==> config.mk <==
export PLATFORM = sky130hd
export DESIGN_NAME = gpio_in_cond_flat
export DESIGN_NICKNAME = d
export VERILOG_FILES = /design/src/rtl/gpio_in_cond_pkg.sv /design/src/rtl/gpio_in_cond_if.sv /design/src/rtl/gpio_in_cond_bit.sv /design/src/rtl/gpio_in_cond.sv /design/src/flat_wrapper.sv
export SDC_FILE = /design/constraint.sdc
export NUM_CORES = 1
export LEC_CHECK = 0
export BUFFER_PORTS_ARGS = -buffer_cell sky130_fd_sc_hd__buf_2
export CAP_MARGIN = 25
export CORE_MARGIN = 5
export CORE_UTILIZATION = 32
export DETAILED_ROUTE_END_ITERATION = 10
export GPL_ROUTABILITY_DRIVEN = 0
export HOLD_SLACK_MARGIN = 0.06
export PLACE_DENSITY_LB_ADDON = 0.25
export SYNTH_ARGS = -nofsm -noshare
export SYNTH_HDL_FRONTEND = slang
export SYNTH_SLANG_ARGS = --single-unit
==> constraint.sdc <==
create_clock -name clk -period 4.1 [get_ports clk]
set_input_delay 0.82 -clock clk [delete_from_list [all_inputs] [get_ports clk]]
set_output_delay 0.82 -clock clk [all_outputs]
set_load 0.05 [all_outputs]
==> src/rtl/gpio_in_cond_pkg.sv <==
// gpio_cond_pkg: constants and types shared by the GPIO input-conditioning slice.
//   GPIO_WIDTH  - default number of conditioned pad bits
//   DEB_W       - default width of the per-bit debounce counter and deb_limit
//   irq_mode_e  - per-bit interrupt mode (EDGE or LEVEL)
//   STABLE_RST  - reset value of the debounced level
package gpio_cond_pkg;

  localparam int unsigned GPIO_WIDTH = 16;
  localparam int unsigned DEB_W      = 8;

  typedef enum logic {
    EDGE  = 1'b0,
    LEVEL = 1'b1
  } irq_mode_e;

  localparam logic STABLE_RST = 1'b0;

endpackage

==> src/rtl/gpio_in_cond_if.sv <==
// gpio_in_cond_if: groups the gpio_in_cond bus signals.
//   master modport - SoC side: drives pad inputs and controls, reads results
//   slave modport  - conditioner side
//   Signals: pad_di, deb_limit, irq_rise_en, irq_fall_en, irq_clr (to slave);
//            gpio_in, irq_pending, irq_gpio (from slave);
//            irq_level (to slave) only when GPIO_COND_LEVEL_IRQ_EN is defined.
interface gpio_in_cond_if
  import gpio_cond_pkg::*;
#(
  parameter int unsigned WIDTH = gpio_cond_pkg::GPIO_WIDTH,
  parameter int unsigned DEB_W = gpio_cond_pkg::DEB_W
);

  logic [WIDTH-1:0] pad_di;
  logic [DEB_W-1:0] deb_limit;
  logic [WIDTH-1:0] irq_rise_en;
  logic [WIDTH-1:0] irq_fall_en;
  logic [WIDTH-1:0] irq_clr;
`ifdef GPIO_COND_LEVEL_IRQ_EN
  logic [WIDTH-1:0] irq_level;
`endif
  logic [WIDTH-1:0] gpio_in;
  logic [WIDTH-1:0] irq_pending;
  logic             irq_gpio;

  modport master (
    output pad_di, deb_limit, irq_rise_en, irq_fall_en, irq_clr,
`ifdef GPIO_COND_LEVEL_IRQ_EN
    output irq_level,
`endif
    input  gpio_in, irq_pending, irq_gpio
  );

  modport slave (
    input  pad_di, deb_limit, irq_rise_en, irq_fall_en, irq_clr,
`ifdef GPIO_COND_LEVEL_IRQ_EN
    input  irq_level,
`endif
    output gpio_in, irq_pending, irq_gpio
  );

endinterface

==> src/rtl/gpio_in_cond_bit.sv <==
// gpio_cond_bit: conditioning for one GPIO bit.
//   Two-flop synchronizer, debounce counter, stable level flop and sticky
//   interrupt-pending flag (edge or level mode).
//   Ports:
//     clk, resetn    - core clock, synchronous active-low reset
//     i_pad          - raw asynchronous pad input
//     i_deb_limit    - debounce length in cycles, 0 = bypass
//     i_rise_en      - rising-edge (level mode: high-level) interrupt enable
//     i_fall_en      - falling-edge (level mode: low-level) interrupt enable
//     i_clr          - single-cycle clear of pending
//     i_level        - 1 selects level mode
//     o_level        - debounced, synchronized level
//     o_pending      - sticky pending flag
module gpio_cond_bit
  import gpio_cond_pkg::*;
#(
  parameter int unsigned DEB_W = gpio_cond_pkg::DEB_W
) (
  input  logic             clk,
  input  logic             resetn,
  input  logic             i_pad,
  input  logic [DEB_W-1:0] i_deb_limit,
  input  logic             i_rise_en,
  input  logic             i_fall_en,
  input  logic             i_clr,
  input  logic             i_level,
  output logic             o_level,
  output logic             o_pending
);

  logic             r_s1;
  logic             r_s2;
  logic             r_stable;
  logic [DEB_W-1:0] r_cnt;
  logic             r_pending;

  logic             w_stable_nxt;
  logic [DEB_W-1:0] w_cnt_nxt;
  logic [DEB_W:0]   w_cnt_inc;
  logic             w_rise;
  logic             w_fall;
  logic             w_edge_set;
  logic             w_lvl_set;
  logic             w_set;
  logic             w_pending_nxt;
  irq_mode_e        w_mode;

  // Increment is one bit wider so the compare never sees a wrapped count.
  assign w_cnt_inc = {1'b0, r_cnt} + {{DEB_W{1'b0}}, 1'b1};

  always_comb begin
    w_stable_nxt = r_stable;
    w_cnt_nxt    = '0;
    if (i_deb_limit == '0) begin
      w_stable_nxt = r_s2;
    end else if (r_s2 == r_stable) begin
      w_cnt_nxt = '0;
    end else if (w_cnt_inc >= {1'b0, i_deb_limit}) begin
      w_stable_nxt = r_s2;
      w_cnt_nxt    = '0;
    end else begin
      w_cnt_nxt = w_cnt_inc[DEB_W-1:0];
    end
  end

  // Edges come from the next stable value so pending sets on the same edge
  // that the debounced level changes.
  assign w_rise     = ~r_stable &  w_stable_nxt;
  assign w_fall     =  r_stable & ~w_stable_nxt;
  assign w_edge_set = (w_rise & i_rise_en) | (w_fall & i_fall_en);
  assign w_lvl_set  = (r_stable & i_rise_en) | (~r_stable & i_fall_en);

  assign w_mode        = i_level ? LEVEL : EDGE;
  assign w_set         = (w_mode == LEVEL) ? w_lvl_set : w_edge_set;
  // Set is OR-ed after the clear, so a simultaneous set wins.
  assign w_pending_nxt = (r_pending & ~i_clr) | w_set;

  always_ff @(posedge clk) begin
    if (!resetn) begin
      r_s1      <= 1'b0;
      r_s2      <= 1'b0;
      r_stable  <= STABLE_RST;
      r_cnt     <= '0;
      r_pending <= 1'b0;
    end else begin
      r_s1      <= i_pad;
      r_s2      <= r_s1;
      r_stable  <= w_stable_nxt;
      r_cnt     <= w_cnt_nxt;
      r_pending <= w_pending_nxt;
    end
  end

  assign o_level   = r_stable;
  assign o_pending = r_pending;

endmodule

==> src/rtl/gpio_in_cond.sv <==
// gpio_in_cond: input-conditioning stage between the pad DI outputs and the
// core gpio_in bus. Instantiates one gpio_cond_bit per bit and ORs the
// pending flags into a single interrupt line.
//   Ports:
//     clk    - core clock
//     resetn - synchronous active-low reset
//     bus    - gpio_in_cond_if.slave: pad_di, deb_limit, irq_rise_en,
//              irq_fall_en, irq_clr in; gpio_in, irq_pending, irq_gpio out
//   Build option: GPIO_COND_LEVEL_IRQ_EN adds bus.irq_level (per-bit level
//   interrupt mode); when undefined all bits run in edge mode.
module gpio_in_cond
  import gpio_cond_pkg::*;
#(
  parameter int unsigned WIDTH = gpio_cond_pkg::GPIO_WIDTH,
  parameter int unsigned DEB_W = gpio_cond_pkg::DEB_W
) (
  input  logic           clk,
  input  logic           resetn,
  gpio_in_cond_if.slave  bus
);

  logic [WIDTH-1:0] w_level_mode;
  logic [WIDTH-1:0] w_gpio;
  logic [WIDTH-1:0] w_pending;

`ifdef GPIO_COND_LEVEL_IRQ_EN
  assign w_level_mode = bus.irq_level;
`else
  assign w_level_mode = '0;
`endif

  for (genvar g = 0; g < WIDTH; g++) begin : g_bit
    gpio_cond_bit #(
      .DEB_W (DEB_W)
    ) u_bit (
      .clk         (clk),
      .resetn      (resetn),
      .i_pad       (bus.pad_di[g]),
      .i_deb_limit (bus.deb_limit),
      .i_rise_en   (bus.irq_rise_en[g]),
      .i_fall_en   (bus.irq_fall_en[g]),
      .i_clr       (bus.irq_clr[g]),
      .i_level     (w_level_mode[g]),
      .o_level     (w_gpio[g]),
      .o_pending   (w_pending[g])
    );
  end

  assign bus.gpio_in     = w_gpio;
  assign bus.irq_pending = w_pending;
  assign bus.irq_gpio    = |w_pending;

endmodule

==> src/flat_wrapper.sv <==
// flat-port wrapper written by rule: the top's interface ports become plain ports
module gpio_in_cond_flat import gpio_cond_pkg::*;
#(
  parameter int unsigned WIDTH = gpio_cond_pkg::GPIO_WIDTH,
  parameter int unsigned DEB_W = gpio_cond_pkg::DEB_W
)
  (clk, resetn, bus_pad_di, bus_deb_limit, bus_irq_rise_en, bus_irq_fall_en, bus_irq_clr, bus_gpio_in, bus_irq_pending, bus_irq_gpio);
  gpio_in_cond_if #(.WIDTH(WIDTH), .DEB_W(DEB_W)) bus_i ();
  input  logic clk;
  input  logic resetn;
  input wire logic [$bits(bus_i.pad_di)-1:0] bus_pad_di;
  input wire logic [$bits(bus_i.deb_limit)-1:0] bus_deb_limit;
  input wire logic [$bits(bus_i.irq_rise_en)-1:0] bus_irq_rise_en;
  input wire logic [$bits(bus_i.irq_fall_en)-1:0] bus_irq_fall_en;
  input wire logic [$bits(bus_i.irq_clr)-1:0] bus_irq_clr;
  output wire logic [$bits(bus_i.gpio_in)-1:0] bus_gpio_in;
  output wire logic [$bits(bus_i.irq_pending)-1:0] bus_irq_pending;
  output wire logic [$bits(bus_i.irq_gpio)-1:0] bus_irq_gpio;
  assign bus_i.pad_di = bus_pad_di;
  assign bus_i.deb_limit = bus_deb_limit;
  assign bus_i.irq_rise_en = bus_irq_rise_en;
  assign bus_i.irq_fall_en = bus_irq_fall_en;
  assign bus_i.irq_clr = bus_irq_clr;
  assign bus_gpio_in = bus_i.gpio_in;
  assign bus_irq_pending = bus_i.irq_pending;
  assign bus_irq_gpio = bus_i.irq_gpio;
  gpio_in_cond #(.WIDTH(WIDTH), .DEB_W(DEB_W)) u_core (.clk(clk), .resetn(resetn), .bus(bus_i));
endmodule
# --- Yosys cells after proc, flatten, opt, wreduce, memory -nomap -nowiden ---
# Cells that the tools add are included.
totals:
  inputBits: 74
  wordCells: 355
  output_inout_bits: 33
  register_bits: 192
classes:
  n_eq_ne: 16
  add_sub_neg: 16
  mux: 48
  n_reduce_logical: 18
  magnitude_cmp: 16
  bitwise: 161
ops:
  columns: ["operator", "n"]
  rows:
  - ["$add A8 B1 Y9 const B", 16]
  - ["$ge A9 B8 Y1", 16]
  - ["$and A1 B1 Y1", 80]
  - ["$reduce_or A4 Y1", 16]
  - ["$not A1 Y1", 49]
  - ["$mux W1", 48]
  - ["$or A1 B1 Y1", 32]
  - ["$eq A1 B1 Y1", 16]
  - ["$reduce_or A16 Y1", 1]
  - ["$logic_not A8 Y1", 1]

# --- Logic depth before layout (Yosys ltp) ---
depth:
  word_depth: 10
  mapped_depth: 10
  ltp_nobuf: 10

# --- By module ---
# A second synthesis with hierarchy kept.
hier_totals:
  cells_unflattened: 1334
  hier_area_um2: 11637.4
by_module_without_submodules:
  columns: ["module", "cells_per_inst", "instances", "area_each_um2"]
  rows:
  - ["gpio_cond_bit at u_core.g_bit[0].u_bit ...", 83, 15, 721.9]
  - ["gpio_cond_bit at u_core.g_bit[9].u_bit", 83, 1, 773.2]
  - ["gpio_in_cond", 6, 1, 35.0]

# --- Worst setup path before layout ---
# No wires, ideal clock.
synth_timing:
  path_kind: "in2reg"
  start: "in bus_deb_limit[7]"
  end: "reg u_core.g_bit[7].u_bit.r_cnt[2]"
  cell_stages: 7
  t_required_ns: 4.026
  slack_ns: 1.487
  arrival_ns: 2.539
  setup_ns: 0.074
  path_cell_list: "inv_1 ha_1 and3_1 a221o_1 a31oi_1 o21ai_1 nor3b_2"
synth_between:
  elab_chain_len: 2
  word_cells_on_any_way: 3
synth_lines:
  columns: ["element", "line_no", "text"]
  rows:
  - ["start, declared", "flat_wrapper.sv:12", "input wire logic [$bits(bus_i.deb_limit)-1:0] bus_deb_limit;"]
  - ["$ge A9 B8 Y1 or $logic_not A8 Y1 (tied branches)", "gpio_in_cond_bit.sv:58, gpio_in_cond_bit.sv:54", null]
  - ["$reduce_or A4 Y1 (no line) (*)", null, null]
  - ["end signal, assigned", "gpio_in_cond_bit.sv:89", "r_cnt <= w_cnt_nxt;"]
  - ["end, declared", "gpio_in_cond_bit.sv:34", "logic [DEB_W-1:0] r_cnt;"]
# Every way passes the cells marked *; elsewhere a longest branch is shown, timed or not.
# A chain may end at the register's enable or synchronous reset.

# --- Worst setup path after layout ---
layout_timing:
  start: "reg u_core.g_bit[7].u_bit.r_cnt[0]"
  end: "reg u_core.g_bit[7].u_bit.r_cnt[6]"
layout_between:
  elab_chain_len: 3
layout_lines:
  columns: ["element", "line_no", "text"]
  rows:
  - ["$add A8 B1 Y9 (*)", "gpio_in_cond_bit.sv:49", "assign w_cnt_inc = {1'b0, r_cnt} + {{DEB_W{1'b0}}, 1'b1};"]
  - ["via u_core.g_bit[7].u_bit.w_cnt_inc[6]", "gpio_in_cond_bit.sv:39", "logic [DEB_W:0] w_cnt_inc;"]
  - ["$ge A9 B8 Y1", "gpio_in_cond_bit.sv:58", "end else if (w_cnt_inc >= {1'b0, i_deb_limit}) begin"]
  - ["$reduce_or A4 Y1 (no line)", null, null]
# The timed path passes the listed nets; every way through them passes the cells marked *.

==> run metrics <==
MaxCap Viol Count=0; post-layout util=0.368; register area share after synthesis=0.340; Worst Clk Skew=0.00935 ns; antenna-violating nets left=0; commonest non-fill, non-tap cells in the layout=dfxtp_1, ha_1, nand2_1; YS warnings=0; Yosys top cell by area=dfxtp_1; count of hold-fix buffers inserted at cts=0; CTS Buffer Depth=2; status=complete, no violations; Die ar.=between 0.03 and 0.04 sq mm; Most common cell on crit path=ha_1; asr flop ratio synth=0; Max Freq=341 MHz; die width=198 microns; Post-Layout Cell Count=around 1.7k; fin crit share=0.716; worst hold slack=0.429 ns; commonest non-fill, non-tap cell in the layout=dfxtp_1; clk slew on worst S/H paths=0.08 ns; Worst Slack Setup Final=roughly 1.2 ns; vias in the first global route=8216; Place WS=~0.77 ns; CTS-repair resized insts=0; CP bufs+invs=0; Area contributors post-synth=dfxtp_1, ha_1, xor2_1, nand2_1, nor3b_2; I/O pin cnt=107; Root Buffer=clkbuf_16; TritonRoute pass-1 iters=5; CP Cell Sequence=ha_1 -> nand3_1 -> nor2_1 -> xor2_1 -> ha_1 -> and3_1 -> a221o_1 -> a31oi_1 -> o21ai_1 -> nor3b_2; layout cells sized above 1=0.167; crit-path max FO=8; WP data required=4.47 ns; Slew Viols, Final=0; DP HPWL=about 20000 microns; area of the multi-input gates=0.00703 sq mm; Slew HR=0.362; cts bufs inserted=17; unrepaired setup endpoints after global routing=no; Critical Path Start Type=flip-flop; Syn Inst Count=between 1k and 1.5k; CTS tree=done; n_diodes=0; Main synth FF type=dfxtp_1; top cell type's share of synthesized area=0.340; Die H=198 microns; final hold violations=0; mean post-synth cell area=~9.6 sq um; Worst-Margin Slew=0.950 ns; critical path arrival=roughly 3.3 ns; worst min-delay path class=flip-flop to flip-flop; Post-Syn Area=0.0113 sq mm; crit-path leading delay family=compound AO/OA/AOI/OAI gates; H-tree depth=4; crit path kind=flip-flop to flip-flop; largest net degree at the start of global routing=97; placed insts=1701; initial core utilization=0.325; vias post-DR=8422; Tmin final=2.93 ns; post-layout instance area=0.0128 sq mm; Finish-stage setup viols=0; Pleak=5.78 nW; VDD IR max=0.000326 V; r2r setup slk=1.17 ns; clock latency on the worst-skew pair=0.44 ns; clk sinks=192; Power, Total=slightly below 4 mW; Critical Path Slowest Stage Cell=dfxtp_1; first-pass GRT wire length=43500 microns; crit-path max cell delay=0.41 ns; layout filler cell count=3533; PD cells=308 mW/mm^2; Via density=around 4.9; Buffers on Ports=106; Final TNS setup=0 ns; Tot GR Track Use=0.140; core footprint=0.0347 sq mm; initial antenna violation count=2; FF+latch area=0.00384 sq mm; drt drc=0; GRT Residual Overflow=0; routed wire length=27100 microns; average wire per cell in the routed design=approximately 16 microns; placed cell area=0.0122 sq mm; Cell variety after synth=52; num rows=68; NumNets Final=1483; Syn Nets=1394; number of synthesized flops with an enable pin=0; DRT iter0 DRCs=349; CP Capture Type=flip-flop; Synth-to-Final Area Change=13.2%; Post-CTS Setup Repair Bufs=0; FF+latch count, synth=between 150 and 200
==> cell families (layout without fill, tap and decap cells) <==
logic type | count (synthesis) | in the layout | synth area share
xor+xnor | 112 | 112 | 0.0868
buf+inv | 73 | 174 | 0.0371
fa+ha+maj | 144 | 144 | 0.159
flops | 192 | 192 | 0.340
compound gates | 171 | 171 | 0.105
mux | 16 | 16 | 0.0142
simple gates | 468 | 468 | 0.257
==> registers in the layout (all words and copies together), names as in the netlist <==
signal,flops
u_core.g_bit.u_bit.o_level,16
u_core.g_bit.u_bit.o_pending,16
u_core.g_bit.u_bit.r_cnt,128
u_core.g_bit.u_bit.r_s1,16
u_core.g_bit.u_bit.r_s2,16
==> per-layer routing <==
layer  track usage  vias up  part of all wire
li1              -     4348                 -
met3        0.0299       23             0.037
met2         0.225      134              0.45
met1         0.195     3915              0.50
met5             0        -           0.00026
met4        0.0311        2             0.011
==> report_power, final <==
| group | total (mW) | switching (mW) | internal, mW |
|---|---|---|---|
| combinational | 0.261 | 0.158 | 0.103 |
| sequential | 1.90 | 0.0164 | 1.88 |
| clock | 1.78 | 0.788 | 0.988 |
| total | 3.94 | 0.963 | 2.97 |
==> area by class of cell <==
cell class,instances,area share
Clock inverter,13,0.0139
Clock buffer,18,0.0343
Timing Repair Buffer,116,0.0485
Multi-Input combinational cell,911,0.550
Tap cell,455,0.0445
Sequential cell,192,0.301
Inverter,27,0.00793
==> synthesized netlist by cell type (8+ instances only) <==
cell	n
nor2b_1	23
nand3_1	68
o21ai_1	11
a311oi_1	8
nor3_1	17
a21o_1	38
nor2_1	38
ha_1	144
a21oi_1	19
o21ai_0	24
dfxtp_1	192
o21a_1	16
nand2_1	125
nor3b_2	36
nor3_2	12
and3_1	26
clkbuf_1	11
inv_1	27
xnor2_1	48
and2_1	32
nand2_8	10
nor3b_1	37
nand3b_1	16
nand2b_1	13
xor2_1	64
a221o_1	9
o22ai_1	16
a31oi_1	10
buf_4	32
mux2i_1	16
==> worst paths after layout <==
| kind | endpoint | cells past startpoint | startpoint |
|---|---|---|---|
| min reg2reg | u_core.g_bit[9].u_bit.r_s2$_SDFF_PN0_ | 1 | u_core.g_bit[9].u_bit.r_s1$_SDFF_PN0_ |
| max | u_core.g_bit[7].u_bit.r_cnt[6]$_SDFF_PP0_ | 10 | u_core.g_bit[7].u_bit.r_cnt[0]$_SDFF_PP0_ |
| min | u_core.g_bit[9].u_bit.r_s2$_SDFF_PN0_ | 1 | u_core.g_bit[9].u_bit.r_s1$_SDFF_PN0_ |
| max reg2reg | u_core.g_bit[7].u_bit.r_cnt[6]$_SDFF_PP0_ | 10 | u_core.g_bit[7].u_bit.r_cnt[0]$_SDFF_PP0_ |
Power figures use the tool's default switching activity.
